**config.mk**
```make
export PLATFORM = sky130hd
export DESIGN_NAME = bitcount_chunked
export DESIGN_NICKNAME = d
export VERILOG_FILES = /design/src/rtl/bitcount_pkg.sv /design/src/rtl/bitcount_slice.sv /design/src/rtl/bitcount_chunked.sv
export SDC_FILE = /design/constraint.sdc
export NUM_CORES = 1
export LEC_CHECK = 0
export ABC_AREA = 0
export CAP_MARGIN = 20
export CORE_MARGIN = 5
export CORE_UTILIZATION = 48
export CTS_CLUSTER_SIZE = 10
export DETAILED_ROUTE_END_ITERATION = 12
export PLACE_DENSITY = 0.7
export SYNTH_ARGS = -nofsm -noshare
export SYNTH_HDL_FRONTEND = slang
export SYNTH_HIERARCHICAL = 1
export SYNTH_SLANG_ARGS = --single-unit
```
**constraint.sdc**
```tcl
create_clock -name clk -period 17 [get_ports clk]
set_input_delay 3.4 -clock clk [delete_from_list [all_inputs] [get_ports clk]]
set_output_delay 3.4 -clock clk [all_outputs]
set_load 0.02 [all_outputs]
```
**src/rtl/bitcount_pkg.sv**
```systemverilog
// Shared types and helpers for the chunked bit-counting engine.
package bitcount_pkg;

  typedef enum logic [1:0] {
    ONES  = 2'b00,
    ZEROS = 2'b01,
    CLZ   = 2'b10,
    CTZ   = 2'b11
  } mode_t;

  typedef enum logic [1:0] {
    IDLE = 2'b00,
    BUSY = 2'b01,
    DONE = 2'b10
  } state_t;

  function automatic int count_w(input int width);
    return $clog2(width + 1);
  endfunction

endpackage

```
**src/rtl/bitcount_slice.sv**
```systemverilog
// Combinational per-slice statistics: ones count, leading/trailing zero counts, any-one flag.
module bitcount_slice
  import bitcount_pkg::*;
#(
  parameter int CHUNK = 8
) (
  input  logic [CHUNK-1:0]          slice,
  output logic [count_w(CHUNK)-1:0] ones,
  output logic [count_w(CHUNK)-1:0] lz,
  output logic [count_w(CHUNK)-1:0] tz,
  output logic                      any_one
);

  localparam int CW = count_w(CHUNK);

  logic lz_stop;
  logic tz_stop;

  always_comb begin
    ones    = '0;
    lz      = '0;
    tz      = '0;
    lz_stop = 1'b0;
    tz_stop = 1'b0;
    for (int i = 0; i < CHUNK; i++) begin
      ones = ones + CW'(slice[i]);
      if (!tz_stop) begin
        if (slice[i]) tz_stop = 1'b1;
        else          tz      = tz + CW'(1);
      end
      if (!lz_stop) begin
        if (slice[CHUNK-1-i]) lz_stop = 1'b1;
        else                  lz      = lz + CW'(1);
      end
    end
    any_one = |slice;
  end

endmodule

```
**src/rtl/bitcount_chunked.sv**
```systemverilog
// Multi-cycle ONES/ZEROS/CLZ/CTZ counter processing CHUNK bits per cycle.
// Optional BITCOUNT_EARLY_EXIT_EN ends BUSY as soon as the result can no longer change.
module bitcount_chunked
  import bitcount_pkg::*;
#(
  parameter int WIDTH = 32,
  parameter int CHUNK = 8
) (
  input  logic                      clk,
  input  logic                      rst,
  input  logic                      start,
  input  logic [1:0]                mode,
  input  logic [WIDTH-1:0]          in,
  output logic                      busy,
  output logic                      finish,
  output logic [count_w(WIDTH)-1:0] bitcount
);

  localparam int N       = WIDTH / CHUNK;
  localparam int COUNT_W = count_w(WIDTH);
  localparam int SLICE_W = count_w(CHUNK);
  localparam int IDX_W   = (N > 1) ? $clog2(N) : 1;

  generate
    if (WIDTH < 1 || CHUNK < 1 || (WIDTH % CHUNK) != 0) begin : g_bad_params
      $error("bitcount_chunked: WIDTH must be a positive multiple of CHUNK");
    end
  endgenerate

  state_t             state_q, state_d;
  mode_t              mode_q, mode_d;
  logic [WIDTH-1:0]   shreg_q, shreg_d;
  logic [IDX_W-1:0]   idx_q, idx_d;
  logic [COUNT_W-1:0] count_q, count_d;
  logic               found_q, found_d;

  logic [CHUNK-1:0]   slice_in;
  logic [WIDTH-1:0]   shifted;
  logic [SLICE_W-1:0] slice_ones, slice_lz, slice_tz, add;
  logic               slice_any;
  logic               last_slice;
  logic               early_exit;

  bitcount_slice #(.CHUNK(CHUNK)) u_slice (
    .slice   (slice_in),
    .ones    (slice_ones),
    .lz      (slice_lz),
    .tz      (slice_tz),
    .any_one (slice_any)
  );

  // CTZ walks LSB-first, everything else MSB-first; vacated bits fill with zeros.
  always_comb begin
    if (mode_q == CTZ) begin
      slice_in = shreg_q[CHUNK-1:0];
      shifted  = shreg_q >> CHUNK;
    end else begin
      slice_in = shreg_q[WIDTH-1 -: CHUNK];
      shifted  = shreg_q << CHUNK;
    end
  end

  // ZEROS counts ones of the inverted operand captured into the shift register.
  always_comb begin
    add = '0;
    case (mode_q)
      ONES, ZEROS: add = slice_ones;
      CLZ:         add = found_q ? '0 : slice_lz;
      CTZ:         add = found_q ? '0 : slice_tz;
      default:     add = '0;
    endcase
    last_slice = (idx_q == IDX_W'(N - 1));
`ifdef BITCOUNT_EARLY_EXIT_EN
    if (mode_q == ONES || mode_q == ZEROS) early_exit = (shifted == '0);
    else                                   early_exit = found_q | slice_any;
`else
    early_exit = 1'b0;
`endif
  end

  always_comb begin
    state_d = state_q;
    mode_d  = mode_q;
    shreg_d = shreg_q;
    idx_d   = idx_q;
    count_d = count_q;
    found_d = found_q;
    case (state_q)
      IDLE: begin
        if (start) begin
          state_d = BUSY;
          mode_d  = mode_t'(mode);
          shreg_d = (mode_t'(mode) == ZEROS) ? ~in : in;
          idx_d   = '0;
          count_d = '0;
          found_d = 1'b0;
        end
      end
      BUSY: begin
        shreg_d = shifted;
        idx_d   = idx_q + IDX_W'(1);
        count_d = count_q + COUNT_W'(add);
        found_d = found_q | slice_any;
        if (last_slice || early_exit) state_d = DONE;
      end
      DONE: begin
        if (!start) state_d = IDLE;
      end
      default: state_d = IDLE;
    endcase
  end

  always_ff @(posedge clk) begin
    if (!rst) begin
      state_q <= IDLE;
      mode_q  <= ONES;
      shreg_q <= '0;
      idx_q   <= '0;
      count_q <= '0;
      found_q <= 1'b0;
    end else begin
      state_q <= state_d;
      mode_q  <= mode_d;
      shreg_q <= shreg_d;
      idx_q   <= idx_d;
      count_q <= count_d;
      found_q <= found_d;
    end
  end

  assign busy     = (state_q == BUSY);
  assign finish   = (state_q == DONE);
  assign bitcount = count_q;

endmodule

```
==> reports/results.ini <==
[outcome]
status = complete, no violations

[clocking]
clkSinkCount = 45
cts_buffer_depth = 2
cts_setup_buffers = 0
cts_buffers = 5
clk_latency_ns = 0.30
cts-htree-levels = 2
hold_buffers = 0
cts-resized-gates = 0
cts_tree = built
clkSlewWorstSetupHoldPaths_ns = 0.08
cts-root-buf = clkbuf_8

[critical_path]
crit_top_cell = ha_1
cp_slowest_cell = dfxtp_1
crit_path_start_kind = flip-flop
crit_family = adder cells
slowest_delay_ns = 0.50
worstSetupEndpointType = flip-flop
critical_path_required_ns = 17.23
crit_arrival_ns = 6.91
critical_path_class = reg2reg
crit_buf_inv = 4
worstPathMaxFanout = 26

[detailed_routing]
via_count = 3388
drt_iter0_markers = 221
drt_first_pass_iters = 4
avgViaCountPerCell = 5.801
drc = 0
wl_mm = 9.290
detail-route-antenna-nets = 0
routedWlPerCell_um = 15.91

[cells_and_area]
area_growth_pct = 12.43
nets = 543
layout_common_cells = nand2_1 (50), dfxtp_1 (45), clkdlybuf4s50_1 (44)
diodes = 0
fill_cells = 723
seq_area_um2 = 900.9
fin_cells = 584
multi_input_area_um2 = 2575
final_common_cell = nand2_1
final_layout_size_suffix_gt1_share_pct = 8.091

[flow_run]
drv_cap = 0

[floorplan]
coreArea_um2 = 7727
dieArea_um2 = 9834
chipWidth_um = 99.17
die_y_um = 99.17
fp-row-count = 32
initial_core_util_pct = 49.38
ios = 45

[place]
place.gp.congestion = 0.8934
io_buffers = 44
dp_hpwl_mm = 6.865
dp_worst_setup_slack_ns = 10.36
dpl.cell_count = 576

[global_route]
grt_pass1_wl_mm = 15.93
grt_pass1_vias = 3286
globalRouteTotalUtil_pct = 19.39
grt-ovfl-total = 0
antenna_found_initial = 0
grt_max_degree = 38

[sta]
finalCritPeriodShare_pct = 39.31
slew_headroom_pct = 37.72
setup-tns-final_ns = 0
drv_slew = 0
hold_viol = 0
setup_violations = 0
worst_pin_slew_ns = 0.9342
fin_crit_ns = 6.683
setup_slack_ns = 10.32
rsz0062_at_grt = false
fmax_ghz = 0.1496
finClkSkew_ns = 0.01076

[synth]
synthDistinctLibCells = 62
postSynthAreaPerCell_um2 = 8.278
synth_edf_count = 0
syn-cell-area_um2 = 3816
ys_seq_area_share_pct = 23.61
synth_warnings = 6
synth_ff_type = dfxtp_1
syn_inst = 461
synth_nets = 523
async_flop_share_pct = 0
ys_ff_latch = 45

[power]
total_power_mw = 0.3999
power_density_nw_per_um2 = 93.21
ir_worst_vdd_v = 0.00006025
leakage_nw = 1.653

[worst_hold_path]
hp-class = reg2reg

## cell usage after synthesis, drive strengths merged, types with 16 or more instances
master	n	area share (%)
ha	20	6.6
nor2	32	3.2
mux2i	25	6.6
xor2	19	4.4
inv	28	2.8
nand2	52	5.6
xnor2	27	6.2
o221ai	16	4.8
o21ai	20	2.6
nand3	27	3.9
dfxtp	45	24
a21oi	27	3.5
buf	28	5.5
## tightest hold or removal path, delay by kind of cell, from the launching register on
family             cells  cell delay [ns]
DFF                    1             0.32
AOI/OAI and AO/OA      1             0.06
and+or+nand+nor        1             0.06
## stage by stage
step	cell area, um2	util (%)	hold WS [ns]
2_1_floorplan	3816	-	0.4516
3_3_place_gp	4179	54.08	0.4591
3_5_place_dp	4179	54.08	0.4661
4_1_cts	4290	55.52	0.4771
5_1_grt	4290	55.52	0.5004
6_report	4290	55.52	0.4757
## path summary, 6_finish.rpt
check	startpoint	end	slack [ns]	depth (start not counted)
worst max-delay path	mode_q[0]	bitcount[4]	10.32	30
worst min-delay path	idx_q[1]	idx_q[1]	0.48	2
worst max register to register	mode_q[0]	bitcount[4]	10.32	30
worst min register to register	idx_q[1]	idx_q[1]	0.48	2
## layout make-up
class | count | share of cell area (%)
clock buffer | 6 | 1.691
inverter | 28 | 2.450
clock inverter | 2 | 0.9041
tap | 102 | 2.975
timing repair buffer | 48 | 10.97
multi-input combinational | 353 | 60.02
sequential | 45 | 21.00
## flip-flops by register name, indices dropped and copies added, names as in the netlist
name / count
shreg_q: 32
idx_q: 2
bitcount: 6
mode_q: 2
state_q: 2
found_q: 1
## report_power, final
group	switching (mW)	internal (mW)	total (mW)
Combinational	0.108	0.0849	0.193
Clock	0.0379	0.0442	0.0820
Sequential	0.00967	0.115	0.125
## cells by family (layout without fill, tap and decap cells)
family                     Yosys count  after routing  share of synthesized area, %
AOI/OAI and AO/OA                  103            103                         19.12
xor gates and xnor gates            46             46                         10.56
adders and majority gates           25             25                         9.180
buffers and inverters               63             84                         8.984
DFF                                 45             45                         23.61
muxes                               30             30                         8.033
and+or+nand+nor                    149            149                         20.52
## layer usage
layer | up-vias | GRT usage [%] | wire length (um)
li1 | 1672 | - | -
met1 | 1601 | 27.17 | 4294
met2 | 107 | 31.97 | 4424
met3 | 8 | 2.314 | 485
met4 | 0 | 4.307 | 85
met5 | - | 0 | 0
No activity file was read; power rests on OpenSTA's default activity.
